**src/rtl/customer_source_pkg.sv**
```systemverilog
// Shared definitions for the customer arrival generator: state encoding,
// LFSR geometry and customer-number limits.
package customer_source_pkg;

  localparam logic [2:0] ST_IDLE_E = 3'd0;
  localparam logic [2:0] ST_GAP_E  = 3'd1;
  localparam logic [2:0] ST_HOLD_E = 3'd2;
  localparam logic [2:0] ST_SEND_E = 3'd3;
  localparam logic [2:0] ST_DONE_E = 3'd4;

  typedef enum logic [2:0] {
    ST_IDLE = ST_IDLE_E,
    ST_GAP  = ST_GAP_E,
    ST_HOLD = ST_HOLD_E,
    ST_SEND = ST_SEND_E,
    ST_DONE = ST_DONE_E
  } src_state_t;

  localparam int LFSR_W = 8;
  localparam int TAP0   = 7;
  localparam int TAP1   = 5;
  localparam int TAP2   = 4;
  localparam int TAP3   = 3;

  localparam logic [LFSR_W-1:0] DEFAULT_SEED = 8'hA5;

  // Customer numbers run 1..NUM_WRAP; NUM_EMPTY marks "no customer".
  localparam int NUM_WRAP  = 15;
  localparam int NUM_EMPTY = 0;

endpackage

```
**src/rtl/src_lfsr.sv**
```systemverilog
// 8-bit Fibonacci LFSR (taps 7,5,4,3) that advances only when step is high.
module src_lfsr
  import customer_source_pkg::*;
#(
  parameter logic [LFSR_W-1:0] SEED = DEFAULT_SEED
) (
  input  logic              clk,
  input  logic              rst_n,
  input  logic              step,
  output logic [LFSR_W-1:0] q
);

  logic fb;

  assign fb = q[TAP0] ^ q[TAP1] ^ q[TAP2] ^ q[TAP3];

  always_ff @(posedge clk or negedge rst_n) begin
    if (!rst_n) begin
      q <= SEED;
    end else if (step) begin
      q <= {q[LFSR_W-2:0], fb};
    end
  end

endmodule

```
**src/rtl/customer_source.sv**
```systemverilog
// Customer arrival generator feeding the queue write side; honours full.
// Optional SRC_RANDOM_GAP_EN draws inter-arrival gaps from the LFSR.
module customer_source
  import customer_source_pkg::*;
#(
  parameter int                DT_SZ = 4,
  parameter int                GAP_W = 4,
  parameter int                CNT_W = 8,
  parameter logic [LFSR_W-1:0] SEED  = DEFAULT_SEED
) (
  input  logic             clk,
  input  logic             rst_n,
  input  logic             en,
  input  logic             full,
  input  logic [GAP_W-1:0] gap_max,
  input  logic [CNT_W-1:0] cust_max,
  output logic             out_valid,
  output logic [DT_SZ-1:0] out_num,
  output logic [DT_SZ-1:0] out_time,
  output logic [CNT_W-1:0] sent_cnt,
  output logic             done
);

  src_state_t        state;
  logic [GAP_W-1:0]  gap_cnt;
  logic [GAP_W-1:0]  gap_val;
  logic [DT_SZ-1:0]  num_reg;
  logic [DT_SZ-1:0]  num_nxt;
  logic [DT_SZ-1:0]  time_val;
  logic [CNT_W-1:0]  sent_nxt;
  logic [LFSR_W-1:0] lfsr_q;
  logic              unused_lfsr;

  // A zero service time is meaningless to the counter, so clamp it to 1.
  function automatic logic [DT_SZ-1:0] sat_time(input logic [DT_SZ-1:0] raw);
    return (raw == '0) ? DT_SZ'(1) : raw;
  endfunction

  function automatic logic [DT_SZ-1:0] wrap_num(input logic [DT_SZ-1:0] cur);
    return (cur == DT_SZ'(NUM_WRAP)) ? DT_SZ'(1) : cur + 1'b1;
  endfunction

  src_lfsr #(
    .SEED (SEED)
  ) u_lfsr (
    .clk   (clk),
    .rst_n (rst_n),
    .step  (en),
    .q     (lfsr_q)
  );

`ifdef SRC_RANDOM_GAP_EN
  assign gap_val = lfsr_q[GAP_W+3:4] & gap_max;
`else
  assign gap_val = gap_max;
`endif

  assign unused_lfsr = ^lfsr_q;
  assign time_val    = sat_time(lfsr_q[DT_SZ-1:0]);
  assign num_nxt     = wrap_num(num_reg);
  assign sent_nxt    = sent_cnt + 1'b1;

  always_ff @(posedge clk or negedge rst_n) begin
    if (!rst_n) begin
      state     <= ST_IDLE;
      gap_cnt   <= '0;
      num_reg   <= DT_SZ'(1);
      sent_cnt  <= '0;
      out_valid <= 1'b0;
      out_num   <= DT_SZ'(NUM_EMPTY);
      out_time  <= '0;
      done      <= 1'b0;
    end else begin
      out_valid <= 1'b0;
      out_num   <= DT_SZ'(NUM_EMPTY);
      out_time  <= '0;
      done      <= 1'b0;
      case (state)
        ST_IDLE: begin
          sent_cnt <= '0;
          if (en) begin
            state   <= ST_GAP;
            gap_cnt <= gap_val;
          end
        end
        ST_GAP: begin
          if (!en) begin
            state    <= ST_IDLE;
            sent_cnt <= '0;
          end else if (gap_cnt == '0) begin
            state <= ST_HOLD;
          end else begin
            gap_cnt <= gap_cnt - 1'b1;
          end
        end
        ST_HOLD: begin
          // en=0 takes priority over a simultaneous full release.
          if (!en) begin
            state    <= ST_IDLE;
            sent_cnt <= '0;
          end else if (!full) begin
            state     <= ST_SEND;
            out_valid <= 1'b1;
            out_num   <= num_reg;
            out_time  <= time_val;
          end
        end
        ST_SEND: begin
          // Completes regardless of en; full cannot rise before next HOLD.
          num_reg  <= num_nxt;
          sent_cnt <= sent_nxt;
          if ((cust_max != '0) && (sent_nxt == cust_max)) begin
            state <= ST_DONE;
            done  <= 1'b1;
          end else begin
            state   <= ST_GAP;
            gap_cnt <= gap_val;
          end
        end
        ST_DONE: begin
          if (!en) begin
            state    <= ST_IDLE;
            sent_cnt <= '0;
          end else begin
            done <= 1'b1;
          end
        end
        default: state <= ST_IDLE;
      endcase
    end
  end

endmodule

```
**config.mk**
```make
export PLATFORM = sky130hd
export DESIGN_NAME = customer_source
export DESIGN_NICKNAME = d
export VERILOG_FILES = /design/src/rtl/customer_source_pkg.sv /design/src/rtl/src_lfsr.sv /design/src/rtl/customer_source.sv
export SDC_FILE = /design/constraint.sdc
export NUM_CORES = 1
export LEC_CHECK = 0
export ABC_AREA = 1
export BUFFER_PORTS_ARGS = -buffer_cell sky130_fd_sc_hd__buf_2
export CAP_MARGIN = 0
export CORE_ASPECT_RATIO = 0.75
export CORE_MARGIN = 5
export CORE_UTILIZATION = 50
export DETAILED_ROUTE_END_ITERATION = 10
export GPL_ROUTABILITY_DRIVEN = 0
export GPL_TIMING_DRIVEN = 0
export HOLD_SLACK_MARGIN = 0.03
export PLACE_DENSITY_LB_ADDON = 0.05
export SLEW_MARGIN = 20
export SYNTH_ARGS = -nofsm -noshare
export SYNTH_HDL_FRONTEND = slang
export SYNTH_SLANG_ARGS = --single-unit
```
**constraint.sdc**
```tcl
create_clock -name clk -period 1.65 [get_ports clk]
set_input_delay 0.0825 -clock clk [delete_from_list [all_inputs] [get_ports clk]]
set_output_delay 0.0825 -clock clk [all_outputs]
set_load 0.05 [all_outputs]
```
**Word-level counts from Yosys, hierarchy flattened**

Index checks and enable logic that the tools add are counted.
W data, S select, Z words.

- Flip-flop bits (word level): 37
- Input bits: 16
- Logic and storage cells: 69

- Add/subtract/negate cells: 3
- Equality and inequality tests: 14
- Muxes and demuxes: 29
- Bitwise logic cells: 3
- Reduce and logical (&&, ||, !) cells: 11

Operators with widths:

| cell | number |
|---|---|
| $mux W4 | 12 |
| $pmux W8 S3 | 1 |
| $mux W3 | 7 |
| $pmux W3 S5 | 1 |
| $ne A2 B2 Y1 const B | 6 |
| $pmux W4 S3 | 1 |
| $add A8 B1 Y8 const B | 1 |
| $eq A8 B8 Y1 | 1 |
| $logic_not A4 Y1 | 2 |
| $mux W8 | 1 |
| $reduce_bool A8 Y1 | 1 |
| $eq A3 B2 Y1 const B | 2 |
| $ne A3 B3 Y1 const B | 2 |
| $reduce_bool A3 Y1 | 2 |
| $mux W1 | 5 |
| $reduce_and A5 Y1 | 1 |
| $add A4 B1 Y4 const B | 1 |
| $eq A4 B4 Y1 const B | 1 |
| $reduce_and A4 Y1 | 1 |
| $sub A4 B1 Y4 const B | 1 |
| $eq A3 B1 Y1 const B | 1 |
| $eq A3 B3 Y1 const B | 1 |
| $logic_not A3 Y1 | 1 |
| $reduce_or A3 Y1 | 1 |
| other kinds (4) | 6 |

**Logic depth before layout (Yosys ltp)**

Gate-level depths: netlist (run 1).

- Depth after elaboration: 5
- Depth in mapped cells: 14
- Gate-level depth less buffers: 14

**Hierarchy**

A second synthesis (run 1) with hierarchy kept.

- Cells, all modules: 260
- Area total of the unflattened synthesis: 2,044.5 um^2

By module, submodules not included:

| module | instances | cells each | area an instance (um^2) |
|---|---|---|---|
| customer_source | 1 | 214 | 1,676.6 |
| src_lfsr | 1 | 46 | 367.9 |

**Worst setup path after synthesis (run 1)**

OpenSTA, ideal clock, no wires.

- Kind: reg-to-reg
- From: register sent_cnt[1]
- To: register gap_cnt[0]
- Setup time: 0.117 ns
- Arrival time: 1.833 ns
- Data required time: 1.533 ns
- Slack: -0.300 ns
- Cell stages (with the launch flop): 10
- Cells stage by stage: dfrtp_1 -> ha_1 -> nand3_1 -> o21ai_1 -> and2_4 -> nor2_2 -> nor2_4 -> nand4_4 -> nand3_1 -> nand2_1

- Longest elaborated chain between the ends: 5

Ends and longest elaborated chain:

| item | line | text |
|---|---|---|
| start: declaration | customer_source.sv:20 | `output logic [CNT_W-1:0] sent_cnt,` |
| start signal: assignment | customer_source.sv:111 | `sent_cnt <= sent_nxt;` |
| $add A8 B1 Y8 | customer_source.sv:61 | `assign sent_nxt = sent_cnt + 1'b1;` |
| $eq A8 B8 Y1 | customer_source.sv:112 | `if ((cust_max != '0) && (sent_nxt == cust_max)) begin` |
| $logic_and A1 B1 Y1 | customer_source.sv:112 |  |
| $ne A2 B2 Y1 (no source line) | - |  |
| $reduce_and A5 Y1 (no source line) | - |  |
| end signal: assignment | customer_source.sv:83 | `gap_cnt <= gap_val;` |
| end signal: assignment | customer_source.sv:93 | `gap_cnt <= gap_cnt - 1'b1;` |
| end signal: assignment | customer_source.sv:117 | `gap_cnt <= gap_val;` |
| end: declaration | customer_source.sv:25 | `logic [GAP_W-1:0] gap_cnt;` |

No other way between the ends.
A chain may end at the register's enable or synchronous reset.

**Worst setup path after layout (run 1)**

- From: register sent_cnt[0]
- To: register done

- Longest elaborated chain between the ends: 5

Ends and longest elaborated chain:

| item | line | text |
|---|---|---|
| $add A8 B1 Y8 | customer_source.sv:61 |  |
| $eq A8 B8 Y1 | customer_source.sv:112 |  |
| $logic_and A1 B1 Y1 | customer_source.sv:112 |  |
| $mux W1 | customer_source.sv:112 |  |
| $pmux W1 S2 | customer_source.sv:78 | `case (state)` |
| end signal: assignment | customer_source.sv:77 | `done <= 1'b0;` |
| end signal: assignment | customer_source.sv:114 | `done <= 1'b1;` |
| end signal: assignment | customer_source.sv:125 | `done <= 1'b1;` |
| end: declaration | customer_source.sv:21 | `output logic done` |

No other way between the ends.

==> results of run 1 <==
-- where the power goes --
| part | total, mW | switching (mW) | internal, mW | leakage [nW] |
|---|---|---|---|---|
| combinational | 1.18 | 0.733 | 0.446 | 0.683 |
| clock | 0.634 | 0.335 | 0.299 | 0.0481 |
| sequential | 1.32 | 0.178 | 1.14 | 0.477 |
| total | 3.13 | 1.25 | 1.89 | 1.21 |
-- layout make-up --
| class | instances | area (um2) | share of cell area (%) |
|---|---|---|---|
| clock buffers | 5 | 68.8 | 2.89 |
| well taps | 52 | 65.1 | 2.73 |
| plain buffers | 1 | 3.75 | 0.157 |
| flip-flops and latches | 37 | 937 | 39.3 |
| multi-input cells | 167 | 898 | 37.7 |
| clock inverters | 3 | 22.5 | 0.945 |
| repair buffers | 40 | 223 | 9.34 |
| inverters | 44 | 165 | 6.93 |
-- critical path: cells and delay by family, from the launching register on --
kind / cells / cell delay, ns
buf+inv: 2 / 0.21
flops: 1 / 0.43
fa+ha+maj: 1 / 0.28
simple gates: 9 / 0.80
-- through the flow --
step           TNS (ns)  worst slack (ns)  hold slack (ns)  area (um2)
6_report         -0.771            -0.122            0.133        2380
5_1_grt           -1.83            -0.269            0.169        2380
4_1_cts          -0.907            -0.175            0.127        2350
3_5_place_dp      -1.03            -0.184            0.218        2210
3_3_place_gp     -0.988            -0.183            0.217        2210
2_1_floorplan    -0.590            -0.115           -0.213        1980
-- worst max path at each step --
stage	startpoint	endpoint
detailed placement	sent_cnt[1]	gap_cnt[0]
CTS	sent_cnt[0]	gap_cnt[0]
finish	sent_cnt[0]	done
global route	sent_cnt[0]	state[2]
floorplan	sent_cnt[1]	gap_cnt[0]
global placement	sent_cnt[1]	gap_cnt[0]
-- layer usage --
metal	track usage (%)	vias to the layer above	share of wire (%)
met5	0	-	0
met4	5.19	0	0.89
met3	4.78	5	4.0
met2	22.9	28	43
met1	25.7	762	52
li1	-	880	-
-- cell families after synthesis --
group	share of synthesized area (%)
AO/OA/AOI/OAI	8.29
XOR/XNOR	3.95
AND/OR/NAND/NOR	29.7
buffers and inverters	8.61
flip-flops	47.5
adder cells (fa/ha/maj)	1.91
-- synthesized netlist by cell type --
cell type | number | area, um2
o211ai_1 | 1 | 7.51
o21ai_1 | 4 | 20.0
clkbuf_1 | 1 | 3.75
a31oi_1 | 1 | 6.26
ha_1 | 3 | 37.5
xor2_1 | 3 | 26.3
nand4_1 | 4 | 25.0
xnor2_1 | 4 | 35.0
and2_4 | 1 | 8.76
inv_1 | 40 | 150
nand3_2 | 1 | 10.0
nor3_1 | 3 | 15.0
dfstp_2 | 5 | 131
inv_2 | 3 | 11.3
nand4_4 | 1 | 21.3
nor2_1 | 25 | 93.8
nand3_1 | 15 | 75.1
nor2_2 | 2 | 12.5
nand2_2 | 4 | 25.0
xor2_2 | 1 | 16.3
nand2_4 | 1 | 11.3
o22ai_1 | 7 | 43.8
nor2_4 | 3 | 33.8
dfrtp_1 | 32 | 801
o21ai_0 | 15 | 75.1
o211a_1 | 1 | 10.0
nand2_1 | 67 | 251
clkinv_1 | 1 | 3.75
-- what timing repair did --
item	CTS	global route
resized for setup	3	6
pin swaps	3	9
endpoints found under the setup margin	8	20
hold buffers	2	0
hold endpoints to repair	33	0
cloned	0	0
buffers inserted	2	3
==> flow_metrics.env, run 1 <==
export IMPL_yosysWarnings=0
export IMPL_cts_root_buf="clkbuf_8"
export IMPL_synth_cell_type_count=28
export IMPL_firstDrtPassIters=4
export IMPL_period_share_pct=107
export IMPL_cellLeakagePower_nw=1.21
export IMPL_crit_fanout=6
export IMPL_rsz0062_at_grt="true"
export IMPL_ys_seq_area_share_pct=47.5
export IMPL_reg_largest_list="sent_cnt x8, u_lfsr.q x8"
export IMPL_cts_made_buffers=5
export IMPL_grt_usage_pct=16.9
export IMPL_r2r_start="sent_cnt[0]"
export IMPL_p_per_area_nw_per_um2=1310
export IMPL_cp_slowest_cell="dfrtp_2"
export IMPL_wl_per_cell_um=11.6
export IMPL_dieArea_um2=5290
export IMPL_total_power_mw=3.13
export IMPL_cp_start_kind="flip-flop"
export IMPL_cts_buffer_depth=2
export IMPL_min_delay_path_depth=5
export IMPL_setup_ws_ns=-0.122
export IMPL_final_common_cell="nand2_1"
export IMPL_initial_core_util_pct=52.6
export IMPL_die_h_um=64.3
export IMPL_utilization_pct=63.9
export IMPL_ff2ff_setup_slack_ns=-0.12
export IMPL_antenna_left=0
export IMPL_io_pins=34
export IMPL_worstSkewPairLatency_ns=0.29
export IMPL_period_minus_slack_ns=1.77
export IMPL_grt_pass1_vias=1545
export IMPL_hold_viol_final=0
export IMPL_outcome="finished, violations left"
export IMPL_crit_chain="ha_4, inv_2, nand2_1, nand2_1, nor2_1, nand2_1, nor2_2, nand3_2, nor2_4, nand4_4, buf_4, nand2_1"
export IMPL_maxCapViolations=0
export IMPL_hold_end="gap_cnt[3]"
export IMPL_grt_pass1_wl_mm=6.89
export IMPL_die_x_um=82.3
export IMPL_drt_iter0_drc=79
export IMPL_worst_ep_arrival_time_ns=2.00
export IMPL_htree_levels=2
export IMPL_drt_wl_total_mm=4.05
export IMPL_drc=0
export IMPL_n_antenna_cell=0
export IMPL_syn_avg_cell_area_um2=7.88
export IMPL_fillerInstances=339
export IMPL_row_count=19
export IMPL_fin_nets=315
export IMPL_max_freq_mhz=564
export IMPL_vias_per_cell=4.80
export IMPL_max_stage_delay_ns=0.43
export IMPL_dpl_hpwl_mm=2.96
export IMPL_synth_cells=249
export IMPL_clkTransAtPathRegs_ns=0.08
export IMPL_final_cell_mix="nand2_1 (66), inv_1 (38), buf_2 (33)"
export IMPL_syn_num_nets=268
export IMPL_syn_to_final_growth_pct=21.5
export IMPL_min_path_type="in -> reg"
export IMPL_syn_area_um2=1960
export IMPL_skew_ns=0.00398
export IMPL_fin_cells=349
export IMPL_port_buffers=33
export IMPL_slew_viol_final=0
export IMPL_vdd_drop_max_mv=0.736
export IMPL_critPathMostFrequentCell="nand2_1"
export IMPL_cts_sinks=37
export IMPL_path_class="reg -> reg"
export IMPL_grt_max_degree=38
export IMPL_grt_ovfl_total=0
export IMPL_min_from="gap_max[3]"
export IMPL_endpoint_kind="flip-flop"
export IMPL_vias=1675
export IMPL_worst_ep_required_time_ns=1.88
export IMPL_setup_viol_count_final=7
export IMPL_ys_ff_latch=37
export IMPL_reg2reg_depth=12
export IMPL_failed_checks="negative setup slack"
export IMPL_tritoncts="built"
export IMPL_r2r_end="done"
export IMPL_place_inst=334
export IMPL_tightest_slew_ns=0.786
export IMPL_slew_headroom_pct=47.6
export IMPL_drive_gt1_share_pct=27.6
export IMPL_antenna_found_initial=0
export IMPL_fp_coreArea_um2=3730
(Power assumes the default switching activity.)
==> run 2: changes to the inputs <==
- CORE_UTILIZATION: 50 -> 30
==> run 2 against run 1 <==
Net effect:
- the flow still finishes with violations (negative setup slack)
- final area is 1.6% higher
- worst setup slack better by 0.0013 ns
- via count fell by 3.0%
- maximum frequency barely moved
- register-to-register slack about the same
- die area rose by 56%
- sequential power barely moved
- routed wire length rose by 9.2%
- core utilization shrank 26 points
- clock power up 23%
- critical path type unchanged
==> flow_metrics.env, run 2 (synthesis results as in run 1) <==
export IMPL_cts_made_buffers=5
export IMPL_design_area_um2=2420
export IMPL_crit_fanout=6
export IMPL_syn_to_final_growth_pct=23.4
export IMPL_grt_max_degree=38
export IMPL_hold_viol_final=0
export IMPL_cp_slowest_cell="dfrtp_2"
export IMPL_firstDrtPassIters=6
export IMPL_dpl_cell_area_um2=2250
export IMPL_final_common_cell="nand2_1"
export IMPL_vias=1625
export IMPL_cts_sinks=37
export IMPL_tightest_slew_ns=0.843
export IMPL_drc=0
export IMPL_antenna_found_initial=0
export IMPL_antenna_left=0
export IMPL_period_share_pct=107
export IMPL_critPathMostFrequentCell="nand2_1"
export IMPL_setup_ws_ns=-0.121
export IMPL_fillerInstances=677
export IMPL_cts_root_buf="clkbuf_8"
export IMPL_tritoncts="built"
export IMPL_failed_checks="negative setup slack"
export IMPL_n_antenna_cell=0
export IMPL_place_ws_ns=-0.214
export IMPL_dpl_hpwl_mm=3.26
export IMPL_worst_ep_arrival_time_ns=2.00
export IMPL_clkTransAtPathRegs_ns=0.08
export IMPL_slew_viol_final=0
export IMPL_initial_core_util_pct=31.0
export IMPL_htree_levels=2
export IMPL_worst_path_buf_inv=2
export IMPL_period_minus_slack_ns=1.77
export IMPL_m1WireLength_mm=2.49
export IMPL_outcome="finished, violations left"
export IMPL_fin_nets=314
export IMPL_dr_wl_met3_um=220
export IMPL_vdd_drop_max_mv=0.601
export IMPL_drt_wl_total_mm=4.42
export IMPL_max_stage_delay_ns=0.43
export IMPL_die_x_um=103
export IMPL_worstSkewPairLatency_ns=0.28
export IMPL_crit_chain="ha_4, inv_2, nand2_1, nand2_1, nor2_1, nand2_1, nor2_2, nand3_2, nor2_4, nand4_4, buf_4, nand2_1"
export IMPL_drive_gt1_share_pct=25.7
export IMPL_whs_ns=0.123
export IMPL_slew_headroom_pct=43.8
export IMPL_grt_pass1_vias=1505
export IMPL_fp_coreArea_um2=6320
export IMPL_setup_viol_count_final=7
export IMPL_p_per_area_nw_per_um2=1340
export IMPL_cts_buffer_depth=2
export IMPL_reg_largest_list="sent_cnt x8, u_lfsr.q x8"
export IMPL_path_class="reg -> reg"
export IMPL_min_path_type="in -> reg"
export IMPL_final_cell_mix="nand2_1 (67), inv_1 (38), buf_2 (33)"
export IMPL_cp_start_kind="flip-flop"
export IMPL_ff2ff_setup_slack_ns=-0.12
export IMPL_max_freq_mhz=565
export IMPL_grt_ovfl_total=0
export IMPL_grt_pass1_wl_mm=7.34
export IMPL_worst_ep_required_time_ns=1.88
export IMPL_die_h_um=80.0
export IMPL_vias_per_cell=4.31
export IMPL_maxUsedRoutingLayer="met4"
export IMPL_maxCapViolations=0
export IMPL_io_pins=34
export IMPL_wl_met2_mm=1.68
export IMPL_rsz0062_at_grt="true"
export IMPL_endpoint_kind="flip-flop"
export IMPL_skew_ns=0.0111
export IMPL_drt_iter0_drc=51
export IMPL_setup_tns_ns=-0.747
export IMPL_dieArea_um2=8270
export IMPL_crit_family="simple AND/OR/NAND/NOR gates"
export IMPL_cellLeakagePower_nw=1.21
export IMPL_grt_usage_pct=11.4
export IMPL_row_count=25
export IMPL_wl_per_cell_um=11.7
export IMPL_port_buffers=33
[run 2: cell types whose count changed in the layout (fill, tap and decap cells not counted)]
cell       before  now
nand2_1        66   67
clkbuf_1        1    2
nor2_2          4    2
nand2_2         5    4
o211a_2         1    0
buf_4           5    4
clkinv_4        2    0
nor2_1         22   24
o211a_1         0    1
bufinv_16       0    1
[run 2: area by class of cell]
cell class | instances | area [um2] | share of cell area (%)
Sequential cell | 37 | 937 | 38.7
Clock buffer | 6 | 72.6 | 3.00
Buffer | 1 | 3.75 | 0.155
Tap cell | 81 | 101 | 4.19
Inverter | 44 | 165 | 6.82
Timing Repair Buffer | 39 | 215 | 8.89
Clock inverter | 2 | 35.0 | 1.45
Multi-Input combinational cell | 167 | 891 | 36.8
[run 2: worst paths after layout]
kind,end,start,cells after the start
worst min-delay path,gap_cnt[3],gap_max[3],5
max in group asynchronous,sent_cnt[2],rst_n,2
min in group asynchronous,sent_cnt[1],rst_n,2
worst max register to register,done,sent_cnt[1],12
worst min register to register,u_lfsr.q[7],u_lfsr.q[6],2
worst max-delay path,done,sent_cnt[1],12
[run 2: repair_timing]
| action | 4_1_cts | 5_1_grt |
|---|---|---|
| endpoints found under the setup margin | 7 | 13 |
| setup buffers | 3 | 1 |
| hold endpoints to repair | 33 | 0 |
| hold buffers | 2 | 0 |
| gates resized for setup | 2 | 3 |
| pin swaps | 1 | 0 |
[run 2: per-layer routing]
| layer | vias to the layer above | track usage [%] |
|---|---|---|
| met1 | 718 | 17.9 |
| li1 | 879 | - |
| met5 | - | 0 |
| met4 | 0 | 2.72 |
| met3 | 2 | 3.14 |
| met2 | 26 | 15.0 |
[run 2: worst register-to-register path: stages (launching register included)]
cell and delay, ns:
dfrtp_2 0.43, ha_4 0.27, inv_2 0.03, nand2_1 0.05, nand2_1 0.05, nor2_1 0.10, nand2_1 0.07, nor2_2 0.11
nand3_2 0.09, nor2_4 0.13, nand4_4 0.15, buf_4 0.18, nand2_1 0.05
[run 2: metrics by stage]
stage / util (%) / power, mW / std cells
after global routing: 38.3 / 3.51 / 377
after floorplan: - / 2.16 / 249
final: 38.3 / 3.24 / 377
after detailed placement: 35.5 / 2.44 / 363
after CTS: 38.0 / 3.26 / 376
after global placement: 35.5 / 2.45 / 363
[run 2: power by group]
part           total (mW)  leakage [nW]  switching [mW]  internal (mW)
Sequential           1.31         0.477           0.173           1.14
Combinational        1.15         0.679           0.721          0.432
Clock               0.777        0.0552           0.328          0.449
Total                3.24          1.21            1.22           2.02
